**config.mk**
```make
export PLATFORM = sky130hd
export DESIGN_NAME = autoconfig_chain_flat
export DESIGN_NICKNAME = d
export VERILOG_FILES = /design/src/rtl/autoconfig_pkg.sv /design/src/rtl/autoconfig_chain_if.sv /design/src/rtl/autoconfig_rom.sv /design/src/rtl/autoconfig_chain.sv /design/src/flat_wrapper.sv
export SDC_FILE = /design/constraint.sdc
export NUM_CORES = 1
export LEC_CHECK = 0
export ABC_AREA = 1
export CORE_MARGIN = 4
export CORE_UTILIZATION = 30
export CTS_BUF_LIST = sky130_fd_sc_hd__clkbuf_16
export CTS_CLUSTER_SIZE = 12
export DETAILED_ROUTE_END_ITERATION = 8
export MAX_ROUTING_LAYER = met4
export PLACE_DENSITY = 0.58
export SYNTH_ARGS = -nofsm -noshare
export SYNTH_HDL_FRONTEND = slang
export SYNTH_SLANG_ARGS = --single-unit
```
**constraint.sdc**
```tcl
create_clock -name CLK -period 1.85 [get_ports CLK]
set_input_delay 0.37 -clock CLK [delete_from_list [all_inputs] [get_ports CLK]]
set_output_delay 0.37 -clock CLK [all_outputs]
set_load 0.05 [all_outputs]
```
**src/rtl/autoconfig_pkg.sv**
```systemverilog
// Shared constants and helpers for the AutoConfig responder chain.
//   - Zorro II config-space base and the register offsets (in zaddr units, A[6:1])
//   - size_mask(): converts an er_Type size code into the mask used on A[23:16]
package autoconfig_pkg;

    localparam logic [15:0] CFG_BASE   = 16'h00E8;

    localparam logic [5:0]  ZA_TYPE_HI = 6'h00;
    localparam logic [5:0]  ZA_BASE_HI = 6'h24;
    localparam logic [5:0]  ZA_BASE_LO = 6'h25;
    localparam logic [5:0]  ZA_SHUTUP  = 6'h26;

    // Board size code -> compare mask on A[23:16]; 000 encodes the 8M board.
    function automatic logic [7:0] size_mask(input logic [2:0] code);
        logic [7:0] m;
        case (code)
            3'b001:  m = 8'hFF;
            3'b010:  m = 8'hFE;
            3'b011:  m = 8'hFC;
            3'b100:  m = 8'hF8;
            3'b101:  m = 8'hF0;
            3'b110:  m = 8'hE0;
            3'b111:  m = 8'hC0;
            default: m = 8'h80;
        endcase
        return m;
    endfunction

endpackage

```
**src/rtl/autoconfig_chain_if.sv**
```systemverilog
// 68030-side bus as seen by the AutoConfig responder.
//   AS20_n, DS20_n : address / data strobes (asynchronous to CLK)
//   RW20           : 1 = read
//   A, D           : CPU address and data (only D[7:4] carries config data)
//   DOUT, DOUT_OE  : ROM nibble for D[31:28] and its output enable
// master = CPU side, slave = responder.
interface autoconfig_chain_if;
    logic        AS20_n;
    logic        DS20_n;
    logic        RW20;
    logic [31:0] A;
    logic [7:0]  D;
    logic [3:0]  DOUT;
    logic        DOUT_OE;

    modport master (output AS20_n, DS20_n, RW20, A, D, input DOUT, DOUT_OE);
    modport slave  (input AS20_n, DS20_n, RW20, A, D, output DOUT, DOUT_OE);
endinterface

```
**src/rtl/autoconfig_rom.sv**
```systemverilog
// AutoConfig ROM image for the card currently being configured.
//   card   : index of the active card in the chain
//   zaddr  : config-space nibble address (A[6:1])
//   nibble : value presented on D[31:28]
// er_Type is returned as-is; all other defined fields are returned inverted,
// and undefined locations read as 4'hF.
module autoconfig_rom
    import autoconfig_pkg::*;
#(
    parameter int                      NUM_CARDS  = 2,
    parameter logic [NUM_CARDS*8-1:0]  ER_TYPE    = {8'he5, 8'hc1},
    parameter logic [NUM_CARDS*8-1:0]  ER_PRODUCT = {8'h08, 8'h0e},
    parameter logic [7:0]              ER_FLAGS   = 8'h00,
    parameter logic [15:0]             MFG_ID     = 16'h0a3c,
    parameter logic [31:0]             SERIAL     = 32'h0000_0001
) (
    input  logic [1:0] card,
    input  logic [5:0] zaddr,
    output logic [3:0] nibble
);

    // Padded to four cards so the byte select is always in range.
    localparam logic [31:0] TYPE_ALL = 32'(ER_TYPE);
    localparam logic [31:0] PROD_ALL = 32'(ER_PRODUCT);

    logic [7:0] sel_type;
    logic [7:0] sel_prod;

    assign sel_type = TYPE_ALL[{card, 3'b000} +: 8];
    assign sel_prod = PROD_ALL[{card, 3'b000} +: 8];

    always_comb begin
        nibble = 4'hF;
        case (zaddr)
            ZA_TYPE_HI: nibble = sel_type[7:4];
            6'h01:      nibble = sel_type[3:0];
            6'h02:      nibble = ~sel_prod[7:4];
            6'h03:      nibble = ~sel_prod[3:0];
            6'h04:      nibble = ~ER_FLAGS[7:4];
            6'h05:      nibble = ~ER_FLAGS[3:0];
            6'h08:      nibble = ~MFG_ID[15:12];
            6'h09:      nibble = ~MFG_ID[11:8];
            6'h0A:      nibble = ~MFG_ID[7:4];
            6'h0B:      nibble = ~MFG_ID[3:0];
            6'h0C:      nibble = ~SERIAL[31:28];
            6'h0D:      nibble = ~SERIAL[27:24];
            6'h0E:      nibble = ~SERIAL[23:20];
            6'h0F:      nibble = ~SERIAL[19:16];
            6'h10:      nibble = ~SERIAL[15:12];
            6'h11:      nibble = ~SERIAL[11:8];
            6'h12:      nibble = ~SERIAL[7:4];
            6'h13:      nibble = ~SERIAL[3:0];
            default:    nibble = 4'hF;
        endcase
    end

endmodule

```
**src/rtl/autoconfig_chain.sv**
```systemverilog
// Zorro II AutoConfig responder for a daisy chain of NUM_CARDS logical boards.
// Synchronous to CLK; the bus strobes are synchronised internally.
//   CLK          : bus-domain clock (>= 4x DS rate)
//   RESET        : asynchronous, active-low
//   bus          : CPU bus (strobes, RW, A, D in; DOUT/DOUT_OE out)
//   CFG_ACCESS_n : low while A hits config space and the chain is not done
//   DECODE_n     : per-card select from the latched base, active-low
//   CFG_DONE     : every card configured or shut up
//
// state | meaning
// IDLE  | card cur awaiting its base-address or shut-up write
// PEND  | card cur written; advance to the next card when AS rises
// DONE  | whole chain handled; config space no longer claimed
module autoconfig_chain
    import autoconfig_pkg::*;
#(
    parameter int                      NUM_CARDS  = 2,
    parameter logic [NUM_CARDS*8-1:0]  ER_TYPE    = {8'he5, 8'hc1},
    parameter logic [NUM_CARDS*8-1:0]  ER_PRODUCT = {8'h08, 8'h0e},
    parameter logic [7:0]              ER_FLAGS   = 8'h00,
    parameter logic [15:0]             MFG_ID     = 16'h0a3c,
    parameter logic [31:0]             SERIAL     = 32'h0000_0001
) (
    input  logic                 CLK,
    input  logic                 RESET,
    autoconfig_chain_if.slave    bus,
    output logic                 CFG_ACCESS_n,
    output logic [NUM_CARDS-1:0] DECODE_n,
    output logic                 CFG_DONE
);

    localparam int CW = (NUM_CARDS > 1) ? $clog2(NUM_CARDS) : 1;

    localparam logic [1:0] ST_IDLE = 2'd0;
    localparam logic [1:0] ST_PEND = 2'd1;
    localparam logic [1:0] ST_DONE = 2'd2;

    logic [1:0]           state;
    logic [CW-1:0]        cur;
    logic [NUM_CARDS-1:0] configured;
    logic [NUM_CARDS-1:0] shutup;
    logic [7:0]           base [NUM_CARDS];
    logic [3:0]           base_lo;
    logic [3:0]           dout;
    logic                 dout_oe;

    logic [1:0] as_s, ds_s;
    logic       as_d, ds_d;
    logic       as_rise, ds_fall;
    logic       hit, rd_strobe, wr_strobe;
    logic [5:0] zaddr;
    logic [3:0] rom_nibble;
    logic       unused_bits;

    assign as_rise   = ~as_d & as_s[1];
    assign ds_fall   = ds_d & ~ds_s[1];
    assign CFG_DONE  = (state == ST_DONE);
    assign hit       = (bus.A[31:16] == CFG_BASE) & ~CFG_DONE;
    assign zaddr     = bus.A[6:1];
    assign rd_strobe = ds_fall & hit & bus.RW20;
    assign wr_strobe = ds_fall & hit & ~bus.RW20;

    assign CFG_ACCESS_n = ~hit;
    assign bus.DOUT     = dout;
    assign bus.DOUT_OE  = dout_oe;
    assign unused_bits  = ^{bus.A[15:7], bus.A[0], bus.D[3:0]};

    autoconfig_rom #(
        .NUM_CARDS  (NUM_CARDS),
        .ER_TYPE    (ER_TYPE),
        .ER_PRODUCT (ER_PRODUCT),
        .ER_FLAGS   (ER_FLAGS),
        .MFG_ID     (MFG_ID),
        .SERIAL     (SERIAL)
    ) u_rom (
        .card   (2'(cur)),
        .zaddr  (zaddr),
        .nibble (rom_nibble)
    );

    always_ff @(posedge CLK or negedge RESET) begin
        if (!RESET) begin
            // Strobes idle high, so the synchronisers start high to avoid a false edge.
            as_s       <= 2'b11;
            ds_s       <= 2'b11;
            as_d       <= 1'b1;
            ds_d       <= 1'b1;
            state      <= ST_IDLE;
            cur        <= '0;
            configured <= '0;
            shutup     <= '0;
            base_lo    <= 4'h0;
            dout       <= 4'hF;
            dout_oe    <= 1'b0;
            for (int k = 0; k < NUM_CARDS; k++) base[k] <= 8'h00;
        end else begin
            as_s <= {as_s[0], bus.AS20_n};
            ds_s <= {ds_s[0], bus.DS20_n};
            as_d <= as_s[1];
            ds_d <= ds_s[1];

            if (rd_strobe) begin
                dout    <= rom_nibble;
                dout_oe <= 1'b1;
            end else if (as_rise) begin
                dout_oe <= 1'b0;
            end

            case (state)
                ST_IDLE, ST_PEND: begin
                    if (wr_strobe) begin
                        case (zaddr)
                            ZA_BASE_LO: base_lo <= bus.D[7:4];
                            ZA_BASE_HI: begin
                                base[cur]       <= {bus.D[7:4], base_lo};
                                configured[cur] <= 1'b1;
                                state           <= ST_PEND;
                            end
                            ZA_SHUTUP: begin
                                shutup[cur] <= 1'b1;
                                state       <= ST_PEND;
                            end
                            default: ;
                        endcase
                    end else if (as_rise && state == ST_PEND) begin
                        // Advancing only at the end of the bus cycle keeps the
                        // card visible for the whole write that configured it.
                        if (cur == CW'(NUM_CARDS - 1)) begin
                            state <= ST_DONE;
                        end else begin
                            cur   <= cur + CW'(1);
                            state <= ST_IDLE;
                        end
                    end
                end
                default: ;
            endcase
        end
    end

    always_comb begin
        DECODE_n = '1;
        for (int k = 0; k < NUM_CARDS; k++) begin
            if (configured[k] && !shutup[k] &&
                ((bus.A[23:16] & size_mask(ER_TYPE[k*8 +: 3])) ==
                 (base[k]      & size_mask(ER_TYPE[k*8 +: 3]))))
                DECODE_n[k] = 1'b0;
        end
    end

endmodule

```
**src/flat_wrapper.sv**
```systemverilog
// flat-port wrapper written by rule: the top's interface ports become plain ports
module autoconfig_chain_flat import autoconfig_pkg::*;
#(
    parameter int                      NUM_CARDS  = 2,
    parameter logic [NUM_CARDS*8-1:0]  ER_TYPE    = {8'he5, 8'hc1},
    parameter logic [NUM_CARDS*8-1:0]  ER_PRODUCT = {8'h08, 8'h0e},
    parameter logic [7:0]              ER_FLAGS   = 8'h00,
    parameter logic [15:0]             MFG_ID     = 16'h0a3c,
    parameter logic [31:0]             SERIAL     = 32'h0000_0001
)
  (CLK, RESET, CFG_ACCESS_n, DECODE_n, CFG_DONE, bus_AS20_n, bus_DS20_n, bus_RW20, bus_A, bus_D, bus_DOUT, bus_DOUT_OE);
  autoconfig_chain_if bus_i ();
  input  logic CLK;
  input  logic RESET;
  output logic CFG_ACCESS_n;
  output logic [NUM_CARDS-1:0] DECODE_n;
  output logic CFG_DONE;
  input wire logic [$bits(bus_i.AS20_n)-1:0] bus_AS20_n;
  input wire logic [$bits(bus_i.DS20_n)-1:0] bus_DS20_n;
  input wire logic [$bits(bus_i.RW20)-1:0] bus_RW20;
  input wire logic [$bits(bus_i.A)-1:0] bus_A;
  input wire logic [$bits(bus_i.D)-1:0] bus_D;
  output wire logic [$bits(bus_i.DOUT)-1:0] bus_DOUT;
  output wire logic [$bits(bus_i.DOUT_OE)-1:0] bus_DOUT_OE;
  assign bus_i.AS20_n = bus_AS20_n;
  assign bus_i.DS20_n = bus_DS20_n;
  assign bus_i.RW20 = bus_RW20;
  assign bus_i.A = bus_A;
  assign bus_i.D = bus_D;
  assign bus_DOUT = bus_i.DOUT;
  assign bus_DOUT_OE = bus_i.DOUT_OE;
  autoconfig_chain #(.NUM_CARDS(NUM_CARDS), .ER_TYPE(ER_TYPE), .ER_PRODUCT(ER_PRODUCT), .ER_FLAGS(ER_FLAGS), .MFG_ID(MFG_ID), .SERIAL(SERIAL)) u_core (.CLK(CLK), .RESET(RESET), .bus(bus_i), .CFG_ACCESS_n(CFG_ACCESS_n), .DECODE_n(DECODE_n), .CFG_DONE(CFG_DONE));
endmodule
```
* After elaboration in Yosys (flattened, before gate mapping) *
Index checks and enable logic that the tools add are counted.

storage, ports and cells
  memory bits (writable) = 0
  flip-flop bits (word level) = 38
  bits in latches = 0
  logic and storage cells = 88
  memories = 0
  bits in read-only memories = 0
  output and inout port bits = 9

cells by class
  div/mod/pow operators = 0
  add/subtract/negate cells = 1
  reductions and logical operators = 20
  bitwise gates (word level) = 17
  $lt $le $gt $ge = 4
  equal/unequal tests = 16
  shift-type cells = 2
  multiply operators = 0
  multiplexer cells = 15

operators by type and width
  cell                     count
  $shiftx 32x5->8 const A  2
  $pmux 4 s8               1
  $eq 6x4->1 const B       3
  $eq 6x6->1 const B       3
  $bwmux 16                1
  $eq 16x8->1 const B      1
  $reduce_and 3->1         5
  $eq 6x2->1 const B       2
  $demux 8 s1              1
  $eq 8x8->1               1
  $mux 2                   4
  $mux 8                   1
  $not 4->4                2
  $logic_and 1x1->1        7
  $and 1x1->1              6
  $eq 6x1->1 const B       1
  $eq 6x5->1 const B       1
  $logic_not 6->1          1
  $mux 1                   6
  $not 1->1                6
  $eq 4x4->1               1
  $or 2x2->2               2
  $reduce_bool 2->1        2
  $reduce_or 2->1          2
  12 further kinds         13

* Longest topological paths before layout *
  word-level depth = 7
  gate-level depth with buffers = 10
  depth with buffers taken out = 10

* Modules after synthesis *
From an unflattened synthesis, not the netlist that was laid out.

unflattened totals
  cell total of the unflattened synthesis = 269
  area, all modules = 2024.4 µm²

modules (own cells, without submodules)
  module            seq. area each (µm²)  cells an instance  times used  area an instance (µm²)
  autoconfig_chain  863.3                 216                1           1779.2
  autoconfig_rom    0.0                   53                 1           245.2

* Least setup slack after synthesis *
No wires, ideal clock.

  path type = input to output
  from = input port bus_A[19]
  to = output port DECODE_n[0]
  stages = 5
  arrival = 1.268 ns
  required time = 1.480 ns
  slack = 0.212 ns
  cell sequence = inv_1 -> or2_2 -> nand3_1 -> nor4_1 -> nand3_1

on the way
  longest elaborated chain between the ends = 3

RTL lines
  what                line                     text
  start: declaration  flat_wrapper.sv:21       input wire logic [$bits(bus_i.A)-1:0] bus_A;
  $eq 8x8->1          autoconfig_chain.sv:145  ((bus.A[23:16] & size_mask(ER_TYPE[k*8 +: 3])) ==
  $logic_and 1x1->1   autoconfig_chain.sv:144  if (configured[k] && !shutup[k] &&
  $mux 1              autoconfig_chain.sv:144
  end: declaration    flat_wrapper.sv:16       output logic [NUM_CARDS-1:0] DECODE_n;

No other way between the ends.

* Worst setup path in the final report *
  from = input port bus_A[26]
  to = output port CFG_ACCESS_n

on the way
  longest elaborated chain between the ends = 3

RTL lines
  what              line                    text
  $eq 16x8->1       autoconfig_chain.sv:58  assign hit = (bus.A[31:16] == CFG_BASE) & ~CFG_DONE;
  $and 1x1->1       autoconfig_chain.sv:58
  $not 1->1         autoconfig_chain.sv:63  assign CFG_ACCESS_n = ~hit;
  end: declaration  flat_wrapper.sv:15      output logic CFG_ACCESS_n;

No other way between the ends.

==> results.md <==
* Status: completed
* Post-route ant nets at 0
* Core Util, Final at 43.7%
* Area Overhead vs Synth at 38.8%
* R2R Setup Slk at 0.23 ns
* Slew Viols, Final at 0
* CTS Buf Count at 5
* Final Cycle Share at 99.2%
* Worst-path fanout max at 2
* Die Area at 7700 um^2
* Minimum clock period at 1.84 ns
* Number of global-route vias before repair at 1694
* Setup violations, final at 0
* Clock Path Buffers at 2
* Final hold viol count at 0
* Fill cells at 604
* Yosys reg bits at 34
* Sequential fraction of the synthesis area at 45.2%
* 1st-pass router iterations at 4
* IO Pins at 54
* CTS tree: yes
* H-tree depth at 2
* Largest net degree at the start of global routing at 35
* CP endpoint: CFG_ACCESS_n
* Leakage power at 1.31 nW
* DRC errors left at 0
* R2R depth at 7
* RSZ-0062 raised after global routing: true
* PD cells at 646 nW/um^2
* Remaining Overflow, GRT at 0
* Mean post-synth cell area at 7.98 um^2
* CP Launch Type: primary input
* Routed wire length at 4.34 mm
* Placer Congestion at 0.871
* Initial antenna violation count at 0
* Final setup TNS at 0 ns
* Yosys warning total at 0
* Post-Synthesis Cells at 239
* I/O Buffers at 39
* Worst Skew at 0.00311 ns
* Share of layout cells above drive strength 1 at 22.2%
* Design area at 2650 um^2
* VDD IR-drop max at 0.331 mV
* First-pass GRT wire length at 7.40 mm
* Crit path from: bus_A[26]
* TritonCTS Sinks at 34
* Synth cell types at 28
* Iter 0 DRT Violations at 33
* Clock root buffer: clkbuf_16
* Die X at 87.8 um
* Cell Area, Placed at 2490 um^2
* Synth area leader: dfrtp_1
* Worst min path class: reg2reg
* Max Cap Viol at 0
* GRT Total Usage at 12.8%
* Critical Path AT at 1.47 ns
* Reg2reg start: u_core.ds_d$_DFF_PN1_
* Hold Buf Count CTS at 0
* Syn Nets at 284
* Worst-Margin Slew at 0.417 ns
* Hpwl dp at 3.41 mm
* Critical path class: in2out
* Initial Util at 31.5%
* Die Ht at 87.8 um
* Wire per inst at 11.5 um
* Mapped cell area at 1910 um^2
* Area fraction of the dominant cell type after synthesis at 31.5%
* Crit path capture type: output pin
* Core ar. at 6060 um^2
* Fmax at 0.545 GHz
* Via count at 1678
* Clock-pin slew on the worst setup and hold paths at 0.05 ns
* Area contributors post-synth: dfrtp_1, dfstp_2, nand2_1, inv_1, nand4_1
* N_diodes at 0
* Reg2reg end: u_core.base[8]$_DFFE_PN0P_
* Worst slew margin at 72.2%
* Row Count at 28
* Critical Path RT at 1.48 ns
* Vias per cell at 4.45
* Final nets at 346
* Later-pin clock latency in the skew report at 0.28 ns
## Yosys cell counts
master    instances
a21oi_1           2
a31o_2            1
buf_4             2
buf_6             2
dfrtp_1          24
dfstp_2          10
inv_1            38
inv_2             2
nand2_1          68
nand2_2           3
nand3_1           6
nand3_2           1
nand4_1          16
nand4_2           2
nand4_4           2
nor2_1           19
nor2_2            2
nor2_4            5
nor3_1            4
nor4_1            2
o211ai_1          3
o21ai_0           8
o21ai_1           5
o21bai_1          1
or2_1             1
or2_2             2
xnor2_1           6
xor2_1            2
## worst max-delay path, cell delays in order
cell and delay, ns:
clkdlybuf4s50_1 0.43, inv_1 0.06, nand2_1 0.06, nor2_2 0.13, nand2_2 0.08, nor2_4 0.11, nand2_1 0.07, buf_6 0.15
## power breakdown
group	switching [W]	internal, W
Clock	0.000290	0.000485
Sequential	0.00000240	0.000757
Combinational	0.0000834	0.0000925
## layer usage
layer | GRT usage, % | vias to the layer above | wire length, um
li1 | - | 882 | -
met1 | 15.7 | 757 | 2080
met3 | 2.54 | 7 | 171
met2 | 20.1 | 32 | 2000
met4 | 5.86 | 0 | 90
met5 | - | - | 0
## per-stage QoR
step                      cells  total power [W]  worst slack (ns)  hold WS (ns)
after global placement      367         0.000953            -0.237         0.347
final                       377          0.00171            0.0146         0.353
after floorplan             239         0.000828             0.212        0.0744
after global routing        377          0.00179           -0.0898         0.355
after CTS                   376          0.00174           -0.0525         0.354
after detailed placement    367         0.000954            -0.266         0.347
## layout make-up
| type | count | area, um^2 | share of cell area [%] |
|---|---|---|---|
| multi-input cells | 161 | 862 | 32.6 |
| well taps | 75 | 93.8 | 3.54 |
| repair buffers | 59 | 541 | 20.4 |
| clock inverters | 3 | 12.5 | 0.473 |
| inverters | 40 | 150 | 5.67 |
| clock buffers | 5 | 125 | 4.73 |
| flip-flops and latches | 34 | 863 | 32.6 |
## flip-flops by register name, indices dropped and copies added (netlist names), 2 cells and up
name               flops
u_core.state           2
u_core.ds_s            2
u_core.as_s            2
u_core.base_lo         4
u_core.configured      2
u_core.base           12
u_core.bus.DOUT        4
u_core.shutup          2
## kinds of logic (layout without fill, tap and decap cells)
group           Yosys count  after routing  share of synthesized area [%]
simple gates            133            133                           35.3
buf+inv                  44            107                           9.84
flops                    34             34                           45.2
compound gates           20             20                           5.97
xor+xnor                  8              8                           3.67
## how the worst min path moves through the flow
stage / startpoint / end / slack (ns) / cells after the start
floorplan: RESET / u_core.base[10]$_DFFE_PN0P_ / 0.07 / 0
global placement: u_core.ds_s[0]$_DFF_PN1_ / u_core.ds_s[1]$_DFF_PN1_ / 0.35 / 0
detailed placement: u_core.ds_s[0]$_DFF_PN1_ / u_core.ds_s[1]$_DFF_PN1_ / 0.35 / 0
CTS: u_core.ds_s[0]$_DFF_PN1_ / u_core.ds_s[1]$_DFF_PN1_ / 0.35 / 0
global route: u_core.ds_s[0]$_DFF_PN1_ / u_core.ds_s[1]$_DFF_PN1_ / 0.36 / 0
finish: u_core.ds_s[0]$_DFF_PN1_ / u_core.ds_s[1]$_DFF_PN1_ / 0.35 / 0
## layout by cell type, fill, tap and decap left out
cell             Yosys  routed
nor2_4               5       5
nor2_1              19      18
or2_2                2       2
buf_4                2      25
a21oi_1              2       2
nor2_2               2       3
nor3_1               4       4
o211ai_1             3       3
or2_1                1       1
o21ai_0              8       8
nand2_1             68      67
nand3_1              6       6
nor4_1               2       2
o21ai_1              5       5
inv_1               38      39
buf_6                2       2
xor2_1               2       2
clkdlybuf4s50_1      0      22
dlygate4sd2_1        0       8
clkinv_2             0       1
dfrtp_1             24      24
nand4_1             16      16
clkbuf_16            0       5
clkinv_1             0       1
inv_2                2       2
o21bai_1             1       1
xnor2_1              6       6
dfstp_2             10      10
nand3_2              1       1
nand4_4              2       2
buf_12               0       2
nand2_2              3       4
nand4_2              2       2
a31o_2               1       1
## repair_timing
item / 4_1_cts / 5_1_grt
gates resized for setup: 12 / 0
buffers inserted: 1 / 1
pin swaps: 2 / 2
setup endpoints to repair: 3 / 2
cloned: 0 / 0
endpoints found under the hold margin: 0 / 0
Note: power is estimated with default switching activity, not from simulation.
